$ cat config.mk
export PLATFORM = sky130hd
export DESIGN_NAME = calc2_top
export DESIGN_NICKNAME = d
export VERILOG_FILES = /design/src/rtl/calc2_top.sv
export SDC_FILE = /design/constraint.sdc
export NUM_CORES = 2
export LEC_CHECK = 0
export ABC_AREA = 0
export BUFFER_PORTS_ARGS = -buffer_cell sky130_fd_sc_hd__buf_2
export CAP_MARGIN = 20
export CELL_PAD_IN_SITES_DETAIL_PLACEMENT = 0
export CELL_PAD_IN_SITES_GLOBAL_PLACEMENT = 1
export CORE_MARGIN = 2
export CORE_UTILIZATION = 40
export CTS_CLUSTER_DIAMETER = 100
export CTS_CLUSTER_SIZE = 28
export DETAILED_ROUTE_END_ITERATION = 10
export HOLD_SLACK_MARGIN = 0.15
export PLACE_DENSITY = 0.77
export SLEW_MARGIN = 20
export SYNTH_ARGS = -nofsm -noshare
export SYNTH_HDL_FRONTEND = slang
export SYNTH_SLANG_ARGS = --single-unit
export TNS_END_PERCENT = 10
$ cat constraint.sdc
create_clock -name c_clk -period 3.16 [get_ports c_clk]
set_input_delay 0.632 -clock c_clk [delete_from_list [all_inputs] [get_ports c_clk]]
set_output_delay 0.632 -clock c_clk [all_outputs]
set_load 0.02 [all_outputs]
$ cat src/rtl/calc2_top.sv
// calc2_top: four-port request front end feeding two shared execution units.
// Each port captures a two-cycle request (command + op1, then op2), queues it
// in a small in-order FIFO, and competes for ALU-A (add/sub/invalid) or
// ALU-S (shifts) with fixed lowest-port-first priority. Results come back on
// the originating port one cycle after the unit registers the request.
module calc2_top (
  input  logic        c_clk,
  input  logic        reset,

  input  logic [3:0]  req1_cmd_in,
  input  logic [31:0] req1_data_in,
  input  logic [1:0]  req1_tag_in,
  input  logic [3:0]  req2_cmd_in,
  input  logic [31:0] req2_data_in,
  input  logic [1:0]  req2_tag_in,
  input  logic [3:0]  req3_cmd_in,
  input  logic [31:0] req3_data_in,
  input  logic [1:0]  req3_tag_in,
  input  logic [3:0]  req4_cmd_in,
  input  logic [31:0] req4_data_in,
  input  logic [1:0]  req4_tag_in,

  output logic [1:0]  out_resp1,
  output logic [31:0] out_data1,
  output logic [1:0]  out_tag1,
  output logic [1:0]  out_resp2,
  output logic [31:0] out_data2,
  output logic [1:0]  out_tag2,
  output logic [1:0]  out_resp3,
  output logic [31:0] out_data3,
  output logic [1:0]  out_tag3,
  output logic [1:0]  out_resp4,
  output logic [31:0] out_data4,
  output logic [1:0]  out_tag4
);

  localparam int NP    = 4;
  localparam int DEPTH = 4;

  localparam logic [3:0] CMD_NONE = 4'd0;
  localparam logic [3:0] CMD_ADD  = 4'd1;
  localparam logic [3:0] CMD_SUB  = 4'd2;
  localparam logic [3:0] CMD_SHL  = 4'd5;
  localparam logic [3:0] CMD_SHR  = 4'd6;

  localparam logic [1:0] RESP_OK  = 2'd1;
  localparam logic [1:0] RESP_ERR = 2'd2;

  // A complete queued request.
  typedef struct packed {
    logic [3:0]  cmd;
    logic [31:0] op1;
    logic [31:0] op2;
    logic [1:0]  tag;
  } req_t;

  // Per-port capture phase: waiting for a command, or waiting for op2.
  typedef enum logic {
    PORT_IDLE,
    PORT_OP2
  } port_state_t;

  // Flat ports gathered into arrays so per-port logic can be generated.
  logic [3:0]  cmd_in  [NP];
  logic [31:0] data_in [NP];
  logic [1:0]  tag_in  [NP];

  assign cmd_in[0]  = req1_cmd_in;
  assign cmd_in[1]  = req2_cmd_in;
  assign cmd_in[2]  = req3_cmd_in;
  assign cmd_in[3]  = req4_cmd_in;
  assign data_in[0] = req1_data_in;
  assign data_in[1] = req2_data_in;
  assign data_in[2] = req3_data_in;
  assign data_in[3] = req4_data_in;
  assign tag_in[0]  = req1_tag_in;
  assign tag_in[1]  = req2_tag_in;
  assign tag_in[2]  = req3_tag_in;
  assign tag_in[3]  = req4_tag_in;

  // FIFO heads and their routing requests toward the two units.
  req_t          head   [NP];
  logic [NP-1:0] want_a;
  logic [NP-1:0] want_s;
  logic [NP-1:0] pop;

  generate
    for (genvar gi = 0; gi < NP; gi++) begin : g_port
      port_state_t state_q;
      logic [3:0]  cap_cmd_q;
      logic [31:0] cap_op1_q;
      logic [1:0]  cap_tag_q;

      req_t        mem_q [DEPTH];
      logic [1:0]  wr_ptr_q;
      logic [1:0]  rd_ptr_q;
      logic [2:0]  count_q;

      logic        push;
      logic        head_vld;
      logic        head_shift;

      // A full FIFO (judged before this edge's pop) drops the new request.
      assign push       = (state_q == PORT_OP2) && (count_q != 3'(DEPTH));
      assign head_vld   = (count_q != 3'd0);
      assign head[gi]   = mem_q[rd_ptr_q];
      assign head_shift = (mem_q[rd_ptr_q].cmd == CMD_SHL) ||
                          (mem_q[rd_ptr_q].cmd == CMD_SHR);
      assign want_a[gi] = head_vld && !head_shift;
      assign want_s[gi] = head_vld && head_shift;

      // Capture FSM: command/op1/tag in the first cycle, op2 in the second;
      // the command in the op2 cycle is ignored.
      always_ff @(posedge c_clk) begin
        if (reset) begin
          state_q   <= PORT_IDLE;
          cap_cmd_q <= CMD_NONE;
          cap_op1_q <= '0;
          cap_tag_q <= '0;
        end else begin
          case (state_q)
            PORT_IDLE: begin
              if (cmd_in[gi] != CMD_NONE) begin
                cap_cmd_q <= cmd_in[gi];
                cap_op1_q <= data_in[gi];
                cap_tag_q <= tag_in[gi];
                state_q   <= PORT_OP2;
              end
            end
            PORT_OP2: state_q <= PORT_IDLE;
            default:  state_q <= PORT_IDLE;
          endcase
        end
      end

      // FIFO storage; emptiness is governed by the count, so no reset here.
      always_ff @(posedge c_clk) begin
        if (push) begin
          mem_q[wr_ptr_q] <= {cap_cmd_q, cap_op1_q, data_in[gi], cap_tag_q};
        end
      end

      // FIFO pointers and occupancy.
      always_ff @(posedge c_clk) begin
        if (reset) begin
          wr_ptr_q <= '0;
          rd_ptr_q <= '0;
          count_q  <= '0;
        end else begin
          if (push) begin
            wr_ptr_q <= wr_ptr_q + 2'd1;
          end
          if (pop[gi]) begin
            rd_ptr_q <= rd_ptr_q + 2'd1;
          end
          count_q <= count_q + {2'b00, push} - {2'b00, pop[gi]};
        end
      end
    end
  endgenerate

  // Fixed priority per unit: the lowest-numbered port with a matching head.
  logic       gnt_a_vld;
  logic [1:0] gnt_a_idx;
  logic       gnt_s_vld;
  logic [1:0] gnt_s_idx;

  // Scan from the top so the lowest matching port is the last one written.
  always_comb begin
    gnt_a_vld = 1'b0;
    gnt_a_idx = '0;
    gnt_s_vld = 1'b0;
    gnt_s_idx = '0;
    for (int i = NP - 1; i >= 0; i--) begin
      if (want_a[i]) begin
        gnt_a_vld = 1'b1;
        gnt_a_idx = 2'(i);
      end
      if (want_s[i]) begin
        gnt_s_vld = 1'b1;
        gnt_s_idx = 2'(i);
      end
    end
  end

  // A head targets exactly one unit, so at most one pop per port per cycle.
  always_comb begin
    pop = '0;
    if (gnt_a_vld) begin
      pop[gnt_a_idx] = 1'b1;
    end
    if (gnt_s_vld) begin
      pop[gnt_s_idx] = 1'b1;
    end
  end

  // Unit input registers.
  logic        a_vld_q;
  logic [1:0]  a_port_q;
  req_t        a_req_q;

  logic        s_vld_q;
  logic [1:0]  s_port_q;
  logic        s_right_q;
  logic [31:0] s_op1_q;
  logic [4:0]  s_amt_q;
  logic [1:0]  s_tag_q;

  // Register the granted heads into the units; only op2[4:0] matters for shifts.
  always_ff @(posedge c_clk) begin
    if (reset) begin
      a_vld_q   <= 1'b0;
      a_port_q  <= '0;
      a_req_q   <= '0;
      s_vld_q   <= 1'b0;
      s_port_q  <= '0;
      s_right_q <= 1'b0;
      s_op1_q   <= '0;
      s_amt_q   <= '0;
      s_tag_q   <= '0;
    end else begin
      a_vld_q   <= gnt_a_vld;
      a_port_q  <= gnt_a_idx;
      a_req_q   <= head[gnt_a_idx];
      s_vld_q   <= gnt_s_vld;
      s_port_q  <= gnt_s_idx;
      s_right_q <= (head[gnt_s_idx].cmd == CMD_SHR);
      s_op1_q   <= head[gnt_s_idx].op1;
      s_amt_q   <= head[gnt_s_idx].op2[4:0];
      s_tag_q   <= head[gnt_s_idx].tag;
    end
  end

  // ALU-A: add with carry-out as error, unsigned sub with borrow as error,
  // anything else routed here is an invalid command.
  logic [32:0] a_sum;
  logic [1:0]  a_resp;
  logic [31:0] a_data;

  always_comb begin
    a_sum  = {1'b0, a_req_q.op1} + {1'b0, a_req_q.op2};
    a_resp = RESP_ERR;
    a_data = '0;
    case (a_req_q.cmd)
      CMD_ADD: begin
        if (!a_sum[32]) begin
          a_resp = RESP_OK;
          a_data = a_sum[31:0];
        end
      end
      CMD_SUB: begin
        if (a_req_q.op2 <= a_req_q.op1) begin
          a_resp = RESP_OK;
          a_data = a_req_q.op1 - a_req_q.op2;
        end
      end
      default: begin
        a_resp = RESP_ERR;
        a_data = '0;
      end
    endcase
  end

  // ALU-S: logical shifts always succeed.
  logic [31:0] s_data;

  always_comb begin
    s_data = s_right_q ? (s_op1_q >> s_amt_q) : (s_op1_q << s_amt_q);
  end

  // Per-port output registers.
  logic [1:0]  resp_q  [NP];
  logic [31:0] rdata_q [NP];
  logic [1:0]  rtag_q  [NP];

  // Steer each unit's result to its port for one cycle; idle ports read zero.
  always_ff @(posedge c_clk) begin
    for (int i = 0; i < NP; i++) begin
      if (reset) begin
        resp_q[i]  <= '0;
        rdata_q[i] <= '0;
        rtag_q[i]  <= '0;
      end else if (a_vld_q && (a_port_q == 2'(i))) begin
        resp_q[i]  <= a_resp;
        rdata_q[i] <= a_data;
        rtag_q[i]  <= a_req_q.tag;
      end else if (s_vld_q && (s_port_q == 2'(i))) begin
        resp_q[i]  <= RESP_OK;
        rdata_q[i] <= s_data;
        rtag_q[i]  <= s_tag_q;
      end else begin
        resp_q[i]  <= '0;
        rdata_q[i] <= '0;
        rtag_q[i]  <= '0;
      end
    end
  end

  assign out_resp1 = resp_q[0];
  assign out_data1 = rdata_q[0];
  assign out_tag1  = rtag_q[0];
  assign out_resp2 = resp_q[1];
  assign out_data2 = rdata_q[1];
  assign out_tag2  = rtag_q[1];
  assign out_resp3 = resp_q[2];
  assign out_data3 = rdata_q[2];
  assign out_tag3  = rtag_q[2];
  assign out_resp4 = resp_q[3];
  assign out_data4 = rdata_q[3];
  assign out_tag4  = rtag_q[3];

endmodule

==> metrics.md <==
| Metric | Value |
|---|---|
| Cells after Synth | 4,360 |
| Total negative setup slack | -776.1 ps |
| Chip height | 410.9 um |
| Antenna violations before repair | 12 |
| Floorplan core area | 164,800 um2 |
| Total Power Consumption | 69.65 mW |
| Path type of the worst setup path | register to register |
| Most used cells in the layout excluding fill and tap cells | sky130_fd_sc_hd__edfxtp_1 (1,264), sky130_fd_sc_hd__buf_4 (468), sky130_fd_sc_hd__nand2_1 (420), sky130_fd_sc_hd__mux4_2 (349), sky130_fd_sc_hd__buf_2 (296) |
| Final setup slack of the worst path | -116.2 ps |
| DR vias/cell | 5.710 |
| Maximum achievable frequency | 0.3052 GHz |
| Ys Warns | 0 |
| Total power divided by cell area | 885.1 nW/um2 |
| Final std cells w/o fill | 7,458 |
| Setup crit end kind | register |
| Leakage power summed over all cells | 27.21 nW |
| Fraction of layout instances using a drive strength above 1 | 0.2832 |
| Half-perimeter wire length after placement | 139,900 um |
| Initial cell density of the core | 0.4019 |
| Worst R2R Start | a_req_q[12]$_SDFF_PP0_ |
| Mean instance size in the synthesized netlist | 15.19 um2 |
| Aggregate global routing overflow | 0 |
| Final-report max-slew violation count | 0 |
| Pin count of the biggest net entering global routing | 157 |
| Slew @ Worst Pin | 972.0 ps |
| Crit Path Max Fanout | 8 |
| Layout net count | 5,457 |
| Clock tree root driver cell | sky130_fd_sc_hd__clkbuf_16 |
| DRT Pass-1 Iters | 6 |
| Vias | 42,580 |
| Simple logic cell fraction of the synthesized area | 0.05581 |
| Instance count along the most critical hold path | 1 |
| End of the worst register-to-register path | rdata_q[3][29]$_SDFFCE_PP0P_ |
| Unique cell type count in the Yosys netlist | 85 |
| Most used flip-flop cell after synthesis | sky130_fd_sc_hd__edfxtp_1 |
| Clock tree from TritonCTS | yes |
| Xor and xnor fraction of the mapped netlist area | 0.003305 |
| Fraction of synthesized area in multiplexers | 0.1410 |
| Leading cell types by total area after synthesis | sky130_fd_sc_hd__edfxtp_1 (57%), sky130_fd_sc_hd__mux4_2 (12%), sky130_fd_sc_hd__dfxtp_1 (9.3%) |
| Count of flip-flops with a built-in enable after synthesis | 1,264 |
| Cell count after placement | 7,207 |
| Wire length of the first global-routing pass | 279,400 um |
| Final weighted congestion in routability-driven placement | 0.9137 |
| Flip-flop and latch count after synthesis | 1,572 |
| Portion of synthesized cell area occupied by the leading cell type | 0.5730 |
| Wire length per cell | 26.18 um |
| Worst setup SP type | register |
| Reg2reg path depth | 10 |
| Violations in the final reports | negative setup slack |
| Number of port buffers | 297 |
| VDD IR-drop max | 0.5490 mV |
| Dominant combinational cell family by area after synthesis | multiplexers |
| Post-route fraction of the period consumed by the critical path | 1.037 |
| Synth-to-Final Area Change | 18.80% |
| Outcome | finished, violations left |
| Worst R2R Setup Slack | -120 ps |
| Cell accounting for the most synthesized area | sky130_fd_sc_hd__edfxtp_1 |
| Combined area of all synthesized cells | 66,240 um2 |
| HP Class | primary input to register |
| Clock skew after layout | 39.43 ps |
| Placement row count | 149 |
| Clock Sinks | 1,572 |
| Leading cell type in the layout, fill and taps excluded | sky130_fd_sc_hd__edfxtp_1 |
| H-tree Lvls | 3 |
| Instance area at placement | 74,410 um2 |
| Min Hold Slack | 183.8 ps |
| Final setup viols | 16 |
| Share of synthesized flip-flops with an asynchronous set or reset | 0 |
| Total non-filler cell area in the finished layout | 78,690 um2 |
| Die Area | 168,900 um2 |
| Gr usage total | 0.2253 |
| Final number of hold-violating endpoints | 0 |
| CP startpoint | a_req_q[12]$_SDFF_PP0_ |
| Vias in the first global route | 40,420 |
| Initial drt markers | 4,925 |
| Final design utilization | 0.4775 |
| Final WL | 195,300 um |
| Number of maximum-capacitance violations | 0 |
| Inserted Clock Buffers | 67 |
| Clock-pin slew of the registers on the worst-case setup and hold paths | 110 ps |
| Adder-cell share of the synthesized area | 0.01825 |
| Share of synthesized area occupied by flip-flops and latches | 0.6661 |
| Fraction of the mapped netlist area in compound gates | 0.09251 |
| Arrival time of data at the critical path endpoint | 3700 ps |
| Setup repair after global routing missed its margin | true |
| CP endpoint | rdata_q[3][29]$_SDFFCE_PP0P_ |
| Worst-case clock buffer depth | 3 |
| Die width | 410.9 um |
| Insertion delay to the later sink of the worst-skew pair | 730 ps |
| Detail Route Antenna Nets | 0 |
| Max-slew headroom | 0.3520 |
| Final period demand of the worst path | 3276 ps |
| Detailed-route DRC error count | 0 |
| Critical path data required time | 3580 ps |
| Ports placed on the boundary | 298 |
| Post-placement setup slack | -421.5 ps |
[registers in the layout, summed over array words and instances, names as in the netlist, named ones only]
register and flops:
rtag_q 8, g_port.mem_q 1120, s_right_q 1, g_port.wr_ptr_q 8, s_port_q 2, g_port.cap_cmd_q 16, g_port.cap_tag_q 8, resp_q 8
rdata_q 128, s_amt_q 5, s_vld_q 1, a_vld_q 1, a_req_q 70, a_port_q 2, s_tag_q 2, g_port.state_q 4
s_op1_q 32, g_port.count_q 12, g_port.rd_ptr_q 8, g_port.cap_op1_q 128
[worst max-delay path: stages, from the launching register on]
cell and delay (ps):
sky130_fd_sc_hd__dfxtp_2 350, sky130_fd_sc_hd__inv_2 50, sky130_fd_sc_hd__ha_4 230, sky130_fd_sc_hd__or3_4 410, sky130_fd_sc_hd__or4_4 450, sky130_fd_sc_hd__o221a_4 270
sky130_fd_sc_hd__o211a_4 260, sky130_fd_sc_hd__o41ai_4 320, sky130_fd_sc_hd__a41oi_4 260, sky130_fd_sc_hd__a221oi_2 300, sky130_fd_sc_hd__o22ai_1 100
[layer usage]
layer	global-route usage	vias up	wire [um]
met5	0	-	15
met4	0.07402	4	7007
met3	0.03066	237	14820
met2	0.3653	1906	93360
met1	0.3145	21780	80070
li1	-	18650	-
[layout make-up]
class / count / area [um2]
Tap cell: 2189 / 2739
Clock inverter: 14 / 186.4
Timing Repair Buffer: 925 / 7132
Inverter: 105 / 394.1
Multi-Input combinational cell: 2539 / 22210
Sequential cell: 1572 / 44180
Clock buffer: 110 / 1838
Fill cell: 14190 / 86110
Antenna cell: 4 / 10.01
[logic make-up (layout without fill, tap and decap cells)]
kind of cell,Yosys count,after routing
AOI/OAI and AO/OA,935,935
xor gates and xnor gates,25,25
adders and majority gates,93,93
buffers and inverters,392,1154
DFF,1572,1572
muxes,496,496
other,1,148
and+or+nand+nor,846,846
[worst min-delay path by stage]
stage	startpoint	end	slack [ps]
2_1_floorplan	g_port[0].cap_tag_q[0]$_SDFFE_PP0P_	g_port[0].mem_q[0][0]$_DFFE_PP_	460
3_3_place_gp	g_port[3].cap_op1_q[21]$_SDFFE_PP0P_	g_port[3].mem_q[3][55]$_DFFE_PP_	470
3_5_place_dp	g_port[3].cap_tag_q[0]$_SDFFE_PP0P_	g_port[3].mem_q[0][0]$_DFFE_PP_	490
4_1_cts	req4_data_in[1]	g_port[3].mem_q[1][3]$_DFFE_PP_	150
5_1_grt	req3_data_in[30]	g_port[2].mem_q[2][32]$_DFFE_PP_	160
6_report	req4_data_in[14]	g_port[3].mem_q[2][16]$_DFFE_PP_	180
[power by group]
group	leakage [nW]	internal, mW	switching [mW]
logic	11.9	14.2	18.8
clock network	0.957	4.17	6.34
registers	14.4	24.7	1.49
[cell usage after synthesis, types with 15 or more instances]
| master | count |
|---|---|
| sky130_fd_sc_hd__nand2b_1 | 23 |
| sky130_fd_sc_hd__ha_1 | 87 |
| sky130_fd_sc_hd__nor3_1 | 27 |
| sky130_fd_sc_hd__buf_2 | 37 |
| sky130_fd_sc_hd__nand2_1 | 425 |
| sky130_fd_sc_hd__o22ai_1 | 217 |
| sky130_fd_sc_hd__a211oi_1 | 18 |
| sky130_fd_sc_hd__buf_1 | 26 |
| sky130_fd_sc_hd__a21oi_1 | 263 |
| sky130_fd_sc_hd__xnor2_1 | 19 |
| sky130_fd_sc_hd__inv_1 | 104 |
| sky130_fd_sc_hd__a22oi_1 | 121 |
| sky130_fd_sc_hd__a21o_1 | 24 |
| sky130_fd_sc_hd__o32ai_1 | 21 |
| sky130_fd_sc_hd__clkbuf_1 | 223 |
| sky130_fd_sc_hd__nor2b_1 | 24 |
| sky130_fd_sc_hd__a221oi_1 | 27 |
| sky130_fd_sc_hd__nor2_1 | 219 |
| sky130_fd_sc_hd__or3_1 | 15 |
| sky130_fd_sc_hd__mux4_2 | 349 |
| sky130_fd_sc_hd__and2_1 | 20 |
| sky130_fd_sc_hd__o21ai_0 | 97 |
| sky130_fd_sc_hd__mux2i_1 | 142 |
| sky130_fd_sc_hd__dfxtp_1 | 308 |
| sky130_fd_sc_hd__nand3_1 | 22 |
| sky130_fd_sc_hd__o221a_2 | 16 |
| sky130_fd_sc_hd__edfxtp_1 | 1264 |
[timing repair]
item	CTS	global route
pin swaps	12	28
buffers inserted	10	11
endpoints found under the setup margin	167	181
gates cloned	1	1
hold buffers	100	0
endpoints found under the hold margin	383	0
gates resized for setup	77	141
(Power assumes the default switching activity.)
